--- src/rtl/hpm_event_shaper.sv ---
// Per-event backlog shaper: turns multi-count-per-cycle core events into single-cycle pulses
// for the HPM counters, with a staging register, saturating backlog and sticky loss flags.
module hpm_event_shaper #(
    parameter int HPM_NUM_EVENTS = 28,
    parameter int INC_WIDTH      = 2,
    parameter int PEND_WIDTH     = 6
) (
    input  logic                                clk_i,
    input  logic                                rst_i,
    input  logic [HPM_NUM_EVENTS*INC_WIDTH-1:0] events_inc_i,
    input  logic                                flush_i,
    input  logic                                lost_clr_i,
    output logic [HPM_NUM_EVENTS:1]             events_o,
    output logic [HPM_NUM_EVENTS:1]             lost_o,
    output logic                                busy_o
);

    localparam logic [PEND_WIDTH:0]   PMAX_EXT  = {1'b0, {PEND_WIDTH{1'b1}}};
    localparam logic [PEND_WIDTH-1:0] PMAX      = {PEND_WIDTH{1'b1}};
    localparam logic [PEND_WIDTH-1:0] PEND_ZERO = {PEND_WIDTH{1'b0}};
    localparam logic [INC_WIDTH-1:0]  INC_ZERO  = {INC_WIDTH{1'b0}};

    logic [INC_WIDTH-1:0]      inc_r  [1:HPM_NUM_EVENTS];
    logic [PEND_WIDTH-1:0]     pend_r [1:HPM_NUM_EVENTS];
    logic [PEND_WIDTH-1:0]     pend_s [1:HPM_NUM_EVENTS];
    logic [HPM_NUM_EVENTS:1]   lost_r;
    logic [HPM_NUM_EVENTS:1]   lost_s;

    // Output decode: a pulse whenever the backlog is nonzero; busy covers staged counts too.
    always_comb begin
        busy_o = 1'b0;
        for (int k = 1; k <= HPM_NUM_EVENTS; k++) begin
            events_o[k] = |pend_r[k];
            busy_o      = busy_o | (|pend_r[k]) | (|inc_r[k]);
        end
    end

    assign lost_o = lost_r;

    // Backlog update: add staged increment, drain one pulse, clamp at PMAX and flag the overflow.
    always_comb begin
        logic [PEND_WIDTH:0] sum_v;
        logic                sat_v;
        sum_v = {(PEND_WIDTH+1){1'b0}};
        sat_v = 1'b0;
        for (int k = 1; k <= HPM_NUM_EVENTS; k++) begin
            sum_v = {1'b0, pend_r[k]}
                  + {{(PEND_WIDTH+1-INC_WIDTH){1'b0}}, inc_r[k]}
                  - {{PEND_WIDTH{1'b0}}, events_o[k]};
            if (flush_i) begin
                pend_s[k] = PEND_ZERO;
                sat_v     = 1'b0;
            end else if (sum_v > PMAX_EXT) begin
                pend_s[k] = PMAX;
                sat_v     = 1'b1;
            end else begin
                pend_s[k] = sum_v[PEND_WIDTH-1:0];
                sat_v     = 1'b0;
            end
            // A saturation in the clear cycle must survive the clear.
            lost_s[k] = (lost_clr_i ? 1'b0 : lost_r[k]) | sat_v;
        end
    end

    // State registers: input staging, backlog and sticky loss flags.
    always_ff @(posedge clk_i) begin
        if (rst_i) begin
            for (int k = 1; k <= HPM_NUM_EVENTS; k++) begin
                inc_r[k]  <= INC_ZERO;
                pend_r[k] <= PEND_ZERO;
            end
            lost_r <= {HPM_NUM_EVENTS{1'b0}};
        end else begin
            for (int k = 1; k <= HPM_NUM_EVENTS; k++) begin
                inc_r[k]  <= flush_i ? INC_ZERO : events_inc_i[k*INC_WIDTH-1 -: INC_WIDTH];
                pend_r[k] <= pend_s[k];
            end
            lost_r <= lost_s;
        end
    end

endmodule

--- config.mk ---
export PLATFORM = sky130hd
export DESIGN_NAME = hpm_event_shaper
export DESIGN_NICKNAME = d
export VERILOG_FILES = /design/src/rtl/hpm_event_shaper.sv
export SDC_FILE = /design/constraint.sdc
export NUM_CORES = 1
export LEC_CHECK = 0
export ABC_AREA = 0
export BUFFER_PORTS_ARGS = -buffer_cell sky130_fd_sc_hd__buf_2
export CORE_MARGIN = 4
export CORE_UTILIZATION = 60
export CTS_CLUSTER_SIZE = 16
export DETAILED_ROUTE_END_ITERATION = 6
export PLACE_DENSITY_LB_ADDON = 0.05
export SKIP_LAST_GASP = 1
export SLEW_MARGIN = 5
export SYNTH_ARGS = -nofsm -noshare
export SYNTH_HDL_FRONTEND = slang
export SYNTH_SLANG_ARGS = --single-unit
--- constraint.sdc ---
create_clock -name clk_i -period 7.8 [get_ports clk_i]
set_input_delay 1.17 -clock clk_i [delete_from_list [all_inputs] [get_ports clk_i]]
set_output_delay 1.17 -clock clk_i [all_outputs]
set_load 0.02 [all_outputs]
==> results.toml, run 1 <==
[pwr]
ir_drop_uv = 237
internal-power_w = 0.00437
p_clk_share_pct = 18.9
leakage_nw = 9.50
combPwrFrac_pct = 58.4
power_switching_w = 0.00340
seqPwrFrac_pct = 22.7
p_per_area_mw_per_mm2 = 398
switching_share_pct = 43.7

[critical_path]
critPathMaxFanout = 2
crit_path_start_kind = "flip-flop"
r2r_setup_slack_ns = 4.34
cp-end-kind = "output port"
rr_worst_depth = 13
reg2reg_from = "pend_r[0][59]$_SDFF_PP0_"
cp-startpoint = "pend_r[0][128]$_SDFF_PP0_"
arrival_ns = 2.95
setup.worst_path.end = "busy_o"
crit_type = "reg -> out"
cp.required_ns = 6.63
reg2reg_to = "pend_r[0][55]$_SDFF_PP0_"

[sta]
slew_violations = 0
min_period_over_period_pct = 52.8
worst_slew_pin_slew_ns = 1.06
setup_viol = 0
fmax_mhz = 243
slew_headroom_pct = 28.2
rsz0062_at_grt = "false"
finalSetupTns_ns = 0
period_minus_slack_ns = 4.12
hold_viol = 0
finClkSkew_ns = 0.00998
fin_ws_ns = 3.68

[cts]
postCtsHoldBufs = 0
clock_latency_ns = 0.55
cts_resized = 0
htreeDepth = 1
cts_buffers = 29
post-cts-setup-buffer-count = 0
clkSinkCount = 252
clk_pin_slew_ns = 0.06
cts_tree = "done"
clock_path_buffers = 3
root_buffer = "clkbuf_16"

[synthesis]
async_flop_share_pct = 0
synth_seq_cells = 252
synth_cell_types = 40
dominantRegCellSynth = "dfxtp_1"
yosysSeqAreaShare_pct = 28.8
syn_nets = 2373
synth_edf_count = 0
yosysWarnings = 0
syn_area_per_cell_um2 = 8.74
synth_cells = 2005
syn_area_mm2 = 0.0175

[route]
initialDrtViolationCount = 658
wl_per_cell_um = 16.0
routed_wl_um = 40400
drt_pre_antenna_iters = 5
ant_nets = 0
drc = 0
vias = 14100
viasPerCell = 5.56

[placed_design]
dpl_worst_slack_ns = 4.32
placement.io_buffers = 116
placed_cell_area_mm2 = 0.0185
dp_cells = 2479
place.gp.congestion = 0.890
dp_hpwl_um = 30900

[die]
die_y_um = 179
start_util_pct = 60.9
die_area_mm2 = 0.0320
num_rows = 62
io_pins = 117
core_mm2 = 0.0288
die_w_um = 179

[global_route]
grt_remaining_overflow = 0
antenna_found_initial = 0
grt_pass1_vias = 13900
grt_max_degree = 78
grt_usage_pct = 25.3
grt_pass1_wl_um = 66600

[cells_and_area]
syn2layout_area_growth_pct = 11.4
nets = 2494
fin_area_mm2 = 0.0195
instances_no_fill = 2530
final_cell_mix = "412 x inv_1, 280 x ha_1, 252 x dfxtp_1, 146 x a21oi_1, 116 x buf_2"
drive_above_1_share_pct = 10.4
diodes = 0
layout_commonest_cell = "inv_1"

[run]
drv_cap = 0

[worst_hold_path]
hp-class = "reg -> reg"

[run_status]
outcome = "complete, no violations"
power by group through the flow:
| stage | Sequential [W] | Combinational (W) | Clock (W) |
|---|---|---|---|
| final | 0.00176 | 0.00454 | 0.00147 |
| after floorplan | 0.00179 | 0.00344 | 0 |
| after CTS | 0.00176 | 0.00454 | 0.00149 |
| after global routing | 0.00179 | 0.00513 | 0.00155 |
| after detailed placement | 0.00178 | 0.00449 | 0 |
| after global placement | 0.00178 | 0.00438 | 0 |
kinds of logic (layout without fill, tap and decap cells):
logic type | count (synthesis) | in the layout | share of synthesized area [%]
simple gates | 450 | 450 | 15.3
xor+xnor | 56 | 56 | 2.80
fa+ha+maj | 308 | 308 | 23.2
flops | 252 | 252 | 28.8
compound gates | 498 | 498 | 20.5
buf+inv | 441 | 582 | 9.46
synth_stat cells, types with 8 or more instances:
library cell | count | area, um2
nand2_1 | 33 | 124
o2111ai_1 | 28 | 245
a31oi_1 | 28 | 175
o211ai_2 | 22 | 275
nor2b_1 | 28 | 175
o21a_1 | 44 | 330
and3b_1 | 28 | 245
nand3_1 | 28 | 140
and3_1 | 28 | 175
nor3b_1 | 22 | 165
dfxtp_1 | 252 | 5040
a211oi_1 | 22 | 165
or2_2 | 23 | 144
a21oi_1 | 146 | 731
nand4_1 | 11 | 68.8
inv_1 | 412 | 1550
nand2b_1 | 34 | 213
xnor2_1 | 28 | 245
clkbuf_1 | 27 | 101
nor4_1 | 18 | 113
and2_1 | 56 | 350
xor2_1 | 28 | 245
fa_1 | 28 | 561
ha_1 | 280 | 3500
nor2_1 | 86 | 323
nor4bb_1 | 14 | 140
or3_1 | 22 | 138
o21ai_0 | 50 | 250
o211ai_1 | 28 | 210
o211a_1 | 50 | 500
nand4bb_1 | 8 | 90.1
a21o_1 | 62 | 465
critical path, cell delays in order (launching register included):
cell and delay, ns:
dfxtp_1 0.32, inv_1 0.09, ha_1 0.16, nor4bb_1 0.62
nand4_1 0.15, nor4b_1 0.65, nand4_1 0.18, buf_2 0.22
sequential cells by signal (all words and copies together) (netlist names):
name    cells
pend_r    168
inc_r      56
lost_o     28
final cells by class:
| cell class | instances | area, um2 |
|---|---|---|
| fillers | 2346 | 9250 |
| multi-input cells | 1312 | 10800 |
| clock inverters | 19 | 250 |
| inverters | 412 | 1550 |
| flip-flops and latches | 252 | 5040 |
| clock buffers | 32 | 767 |
| repair buffers | 119 | 603 |
| well taps | 384 | 480 |
stage by stage:
| step | utilization (%) | power, W | hold WS, ns |
|---|---|---|---|
| 3_5_place_dp | 64.3 | 0.00627 | 0.437 |
| 4_1_cts | 67.9 | 0.00779 | 0.450 |
| 6_report | 67.9 | 0.00777 | 0.443 |
| 3_3_place_gp | 64.3 | 0.00615 | 0.429 |
| 2_1_floorplan | - | 0.00524 | 0.525 |
| 5_1_grt | 67.9 | 0.00847 | 0.470 |
worst min-delay path by stage:
| stage | startpoint | end | slack, ns | cells past startpoint |
|---|---|---|---|---|
| 2_1_floorplan | lost_o[10]$_SDFF_PP0_ | lost_o[10]$_SDFF_PP0_ | 0.53 | 2 |
| 6_report | lost_o[10]$_SDFF_PP0_ | lost_o[10]$_SDFF_PP0_ | 0.44 | 2 |
| 3_3_place_gp | lost_o[25]$_SDFF_PP0_ | lost_o[25]$_SDFF_PP0_ | 0.43 | 2 |
| 3_5_place_dp | lost_o[25]$_SDFF_PP0_ | lost_o[25]$_SDFF_PP0_ | 0.44 | 2 |
| 5_1_grt | lost_o[25]$_SDFF_PP0_ | lost_o[25]$_SDFF_PP0_ | 0.47 | 2 |
| 4_1_cts | lost_o[10]$_SDFF_PP0_ | lost_o[10]$_SDFF_PP0_ | 0.45 | 2 |
metal layers:
metal	routed length, um	vias to the layer above	GRT usage (%)	part of all wire (%)
met5	0	-	0	0
li1	-	7114	-	-
met3	2010	71	3.88	5.0
met4	1340	0	7.77	3.3
met2	19000	278	43.5	47
met1	18000	6595	32.7	45
(Power assumes the default switching activity.)
==> inputs of run 2 (changes only) <==
--- a/config.mk
+++ b/config.mk
@@ -5,10 +5,10 @@
 export SDC_FILE = /design/constraint.sdc
 export NUM_CORES = 1
 export LEC_CHECK = 0
-export ABC_AREA = 0
+export ABC_AREA = 1
 export BUFFER_PORTS_ARGS = -buffer_cell sky130_fd_sc_hd__buf_2
 export CORE_MARGIN = 4
-export CORE_UTILIZATION = 60
+export CORE_UTILIZATION = 56
 export CTS_CLUSTER_SIZE = 16
 export DETAILED_ROUTE_END_ITERATION = 6
 export PLACE_DENSITY_LB_ADDON = 0.05
==> constraint.sdc (replaced) <==
create_clock -name clk_i -period 3.4 [get_ports clk_i]
set_input_delay 0.51 -clock clk_i [delete_from_list [all_inputs] [get_ports clk_i]]
set_output_delay 0.51 -clock clk_i [all_outputs]
set_load 0.02 [all_outputs]
==> run 2 against run 1 <==
Critical path depth up 3. Combinational power grew to 2.8 times the previous value. Routed wire length decreased by 1.4%. Clock skew is essentially flat. Global-route usage fell by 2.1 points. Flip-flop and latch count stayed put. First-iteration DRC count rose by 19%. Cell count rose by 21%. Critical path type unchanged. Critical endpoint unchanged.
==> results.toml, run 2 <==
[pwr]
leakage_nw = 10.9
p_per_area_mw_per_mm2 = 1040
ir_drop_uv = 723

[critical_path]
crit_top_cell = "nand2_1"
cp_slowest_cell = "nor3_1"
crit_path_start_kind = "flip-flop"
arrival_ns = 2.66
crit_type = "reg -> out"
critPathMaxStageDelay_ns = 0.60
critPathMaxFanout = 2
cp-end-kind = "output port"
path_cells = "inv_1, ha_1, nand2_1, nor3_1, nand2_1, nor2_1, nand2_1, nor2_1, nand3_1, buf_2"
cp.required_ns = 2.89

[synthesis]
dominantRegCellSynth = "dfxtp_1"
yosysSeqAreaShare_pct = 28.5
synth_commonest_cells = "596 x inv_1, 573 x nand2_1, 280 x ha_1"
async_flop_share_pct = 0
yosysWarnings = 0
synth_top_family_by_area = "simple AND/OR/NAND/NOR gates"
synth_seq_cells = 252
synth_cells = 2517
syn_area_per_cell_um2 = 7.03
syn_nets = 2885
synth_largest_area_cell = "dfxtp_1"
synth_cell_types = 26
syn_area_mm2 = 0.0177
synth_xor_area_share_pct = 0
muxShareOfSynthArea_pct = 0
synthSimpleGateAreaFrac_pct = 27.9
yosysMostFrequentCell = "inv_1"
synth-compound-area-share_pct = 6.88
synth.top_cell.area_share_pct = 28.5
synth_edf_count = 0
synth_fa_ha_area_share_pct = 23.0
synth.area.top_cells = "dfxtp_1 29%, ha_1 20%, inv_1 13%"

[sta]
rsz0062_at_grt = "false"
finalSetupTns_ns = 0
min_period_over_period_pct = 93.1
worst_slew_pin_slew_ns = 0.789
finClkSkew_ns = 0.00962
setup_viol = 0
fmax_mhz = 316
slew_violations = 0
slew_headroom_pct = 47.3
period_minus_slack_ns = 3.17
hold_viol = 0

[route]
viasPerCell = 5.09
wl_per_cell_um = 13.0
drc = 0
ant_nets = 0
routed_wl_um = 39800
vias = 15600
initialDrtViolationCount = 782
drt_pre_antenna_iters = 5

[die]
core_mm2 = 0.0308
die_w_um = 186
die_y_um = 186
io_pins = 117
num_rows = 64
start_util_pct = 57.4
die_area_mm2 = 0.0345

[cts]
cts_tree = "done"
root_buffer = "clkbuf_16"
htreeDepth = 1
cts_resized = 0
clock_latency_ns = 0.55
cts_buffers = 29
clock_path_buffers = 3
clk_pin_slew_ns = 0.06
postCtsHoldBufs = 0
clkSinkCount = 252
post-cts-setup-buffer-count = 0

[worst_hold_path]
hp-class = "in -> reg"

[run_status]
outcome = "complete, no violations"

[global_route]
grt_usage_pct = 23.2
grt_remaining_overflow = 0
grt_pass1_wl_um = 67700
grt_max_degree = 82
grt_pass1_vias = 15000
antenna_found_initial = 0

[run]
drv_cap = 0

[cells_and_area]
largest_register_ffs = 168
nets = 3009
final_cell_mix = "596 x inv_1, 573 x nand2_1, 280 x ha_1, 252 x dfxtp_1, 223 x nor2_1"
drive_above_1_share_pct = 7.62
regMostFlops = "pend_r"
layout_commonest_cell = "inv_1"
diodes = 0
syn2layout_area_growth_pct = 10.9
fin_util_pct = 63.6

[placed_design]
dp_hpwl_um = 30000
place.gp.congestion = 0.905
placement.io_buffers = 116
run 2: changes by cell type after synthesis, sizes merged, moves of 44 or more:
cell	previous run	this run
a21o	62	0
and2	56	3
inv	412	597
nand2	33	573
nand3	28	155
nand4	11	120
nor2	86	225
o211a	50	0
o211ai	50	0
o21a	44	0
run 2: area by class of cell:
type	count	area [um2]
Fill cell	2802	11200
Multi-Input combinational cell	1639	10200
Sequential cell	252	5040
Inverter	597	2240
Clock buffer	32	757
Timing Repair Buffer	122	663
Tap cell	396	495
Clock inverter	21	175
run 2: critical path: cells and delay by family (launching register included):
kind / cells / cell delay [ns]
adders and majority gates: 1 / 0.16
DFF: 1 / 0.32
buffers and inverters: 2 / 0.27
and+or+nand+nor: 7 / 1.35
run 2: path summary, 6_finish.rpt:
check,cells after the start,endpoint,start,slack (ns)
setup / recovery,10,busy_o,pend_r[0][68]$_SDFF_PP0_,0.23
hold / removal,3,inc_r[0][34]$_SDFF_PP0_,events_inc_i[32],0.17
setup reg to reg,16,pend_r[0][68]$_SDFF_PP0_,pend_r[0][68]$_SDFF_PP0_,0.33
hold reg to reg,2,lost_o[23]$_SDFF_PP0_,lost_o[23]$_SDFF_PP0_,0.45
run 2: cells by family after synthesis:
group | count (synthesis)
compound gates | 224
buf+inv | 626
simple gates | 1107
fa+ha+maj | 308
flops | 252
run 2: power breakdown:
| group | leakage, nW | switching (W) | internal (W) |
|---|---|---|---|
| clock network | 0.457 | 0.00131 | 0.00176 |
| logic | 8.37 | 0.00816 | 0.00470 |
| registers | 2.09 | 0.000505 | 0.00402 |
run 2: per-stage QoR:
step	cell area (um2)	setup WS, ns	total power [W]	hold WS [ns]	instances
after detailed placement	18700	0.377	0.0173	0.435	3006
after global placement	18700	0.412	0.0169	0.432	3006
after floorplan	17700	0.992	0.0145	0.527	2517
after global routing	19600	0.107	0.0230	0.154	3059
after CTS	19600	0.228	0.0205	0.144	3059
final	19600	0.234	0.0205	0.171	3059
run 2: metal layers:
layer  track usage, %  routed length (um)
met5                0                   0
met4             6.21                1000
met3             3.32                1980
met2             40.6               18500
met1             29.9               18300
==> inputs of run 3 (changes only) <==
--- a/config.mk
+++ b/config.mk
@@ -5,7 +5,6 @@
 export SDC_FILE = /design/constraint.sdc
 export NUM_CORES = 1
 export LEC_CHECK = 0
-export ABC_AREA = 1
 export BUFFER_PORTS_ARGS = -buffer_cell sky130_fd_sc_hd__buf_2
 export CORE_MARGIN = 4
 export CORE_UTILIZATION = 56
@@ -13,7 +12,7 @@
 export DETAILED_ROUTE_END_ITERATION = 6
 export PLACE_DENSITY_LB_ADDON = 0.05
 export SKIP_LAST_GASP = 1
-export SLEW_MARGIN = 5
+export SLEW_MARGIN = 20
 export SYNTH_ARGS = -nofsm -noshare
 export SYNTH_HDL_FRONTEND = slang
 export SYNTH_SLANG_ARGS = --single-unit
==> run 3 against run 2 <==
Final area increased by 0.59%. Via count fell by 9.2%. Die area is 0.83% lower. Core utilization rose by 0.54 points. Critical path depth is 2 lower. Flip-flop and latch count is the same. Clock-buffer cell count up 3. First-iteration DRC count decreased by 20%. Maximum frequency hardly changed. Critical endpoint unchanged.
==> results.toml, run 3 (same netlist as run 1, synthesis figures left out) <==
[critical_path]
cp-end-kind = "output port"
crit_type = "reg -> out"
cp.required_ns = 2.89
critPathMaxFanout = 2
crit_path_start_kind = "flip-flop"
arrival_ns = 2.66

[cells_and_area]
drive_above_1_share_pct = 11.1
final_cell_mix = "412 x inv_1, 280 x ha_1, 252 x dfxtp_1, 146 x a21oi_1, 115 x buf_2"
nets = 2505
instances_no_fill = 2556
diodes = 0
syn2layout_area_growth_pct = 12.5
fillers = 2669
regMostFlops = "pend_r"
largest_register_ffs = 168
layout_commonest_cell = "inv_1"

[global_route]
grt_remaining_overflow = 0
antenna_found_initial = 0
grt_pass1_wl_um = 67600
grt_usage_pct = 23.7
grt_max_degree = 101
grt_pass1_vias = 14200

[cts]
htreeDepth = 1
postCtsHoldBufs = 0
clkSinkCount = 252
root_buffer = "clkbuf_16"
clock_path_buffers = 3
cts_tree = "done"
clock_latency_ns = 0.56
cts_buffers = 29
clk_pin_slew_ns = 0.06

[die]
core_mm2 = 0.0307
die_area_mm2 = 0.0342
num_rows = 64
die_w_um = 185
start_util_pct = 57.0
die_y_um = 185
io_pins = 117

[sta]
slew_violations = 0
period_minus_slack_ns = 3.17
fmax_mhz = 316
fin_ws_ns = 0.231
min_period_over_period_pct = 93.2
finClkSkew_ns = 0.0235
slew_headroom_pct = 52.6
hold_viol = 0
setup_viol = 0
worst_slew_pin_slew_ns = 0.704

[pwr]
combPwrFrac_pct = 58.6
p_per_area_mw_per_mm2 = 909
leakage_nw = 9.58
internal-power_w = 0.0101
switching_share_pct = 43.5
p_clk_share_pct = 18.9
power_switching_w = 0.00780
seqPwrFrac_pct = 22.5
ir_drop_uv = 480

[route]
drc = 0
wl_met2_um = 19700
ant_nets = 0
viasPerCell = 5.53
wl_per_cell_um = 16.0
vias = 14100
drt_pre_antenna_iters = 5
met3_length_um = 1910
initialDrtViolationCount = 629
wl_met1_um = 18400
top_layer = "met4"
routed_wl_um = 40800

[run_status]
outcome = "complete, no violations"

[placed_design]
dp_hpwl_um = 31300
place.gp.congestion = 0.914
dp_cells = 2501
dpl_worst_slack_ns = 0.359
placement.io_buffers = 116

[worst_hold_path]
hp-class = "in -> reg"

[run]
drv_cap = 0
## run 3: metrics by stage
stage	utilization, %	power [W]	hold WS (ns)	cell area [um2]	setup TNS (ns)
after CTS	64.0	0.0180	0.131	19700	0
after global routing	64.1	0.0196	0.142	19700	-0.0156
after detailed placement	60.6	0.0144	0.439	18600	0
final	64.1	0.0179	0.150	19700	0
after floorplan	-	0.0120	0.525	17500	0
after global placement	60.6	0.0142	0.428	18600	0
## run 3: metal layers
| metal | vias up | global-route usage [%] |
|---|---|---|
| met5 | - | 0 |
| met4 | 0 | 4.70 |
| met3 | 41 | 3.46 |
| met2 | 262 | 42.6 |
| met1 | 6691 | 30.4 |
| li1 | 7142 | - |
## run 3: path summary, 6_finish.rpt
| kind | start | end | slack, ns | cells past startpoint |
|---|---|---|---|---|
| max | pend_r[0][164]$_SDFF_PP0_ | busy_o | 0.23 | 8 |
| min | events_inc_i[2] | inc_r[0][4]$_SDFF_PP0_ | 0.15 | 2 |
| max reg2reg | pend_r[0][29]$_SDFF_PP0_ | pend_r[0][28]$_SDFF_PP0_ | 0.31 | 13 |
| min reg2reg | lost_o[27]$_SDFF_PP0_ | lost_o[27]$_SDFF_PP0_ | 0.45 | 2 |
## run 3: power by group through the flow
| stage | sequential [W] | combinational [W] | clock [W] |
|---|---|---|---|
| after floorplan | 0.00411 | 0.00790 | 0 |
| after global placement | 0.00407 | 0.0101 | 0 |
| after detailed placement | 0.00408 | 0.0103 | 0 |
| after CTS | 0.00403 | 0.0105 | 0.00346 |
| after global routing | 0.00412 | 0.0119 | 0.00359 |
| final | 0.00404 | 0.0105 | 0.00339 |
## run 3: what timing repair did
item / in CTS / in global routing
gates resized for setup: 0 / 9
setup buffers: 0 / 1
endpoints found under the setup margin: 0 / 1
## run 3: critical path, stage by stage (launching register included)
cell and delay (ns):
dfxtp_1 0.32, inv_1 0.08, ha_1 0.16, nor4bb_4 0.30
buf_4 0.20, nand4b_1 0.28, nor4_2 0.35, nand4_1 0.21
buf_6 0.20
## run 3: cell type report
| cell class | instances | area (um2) | area share (%) |
|---|---|---|---|
| clock buffers | 35 | 778 | 3.95 |
| well taps | 396 | 495 | 2.51 |
| flip-flops and latches | 252 | 5040 | 25.6 |
| repair buffers | 130 | 717 | 3.63 |
| inverters | 412 | 1550 | 7.84 |
| clock inverters | 19 | 255 | 1.29 |
| multi-input cells | 1312 | 10900 | 55.2 |
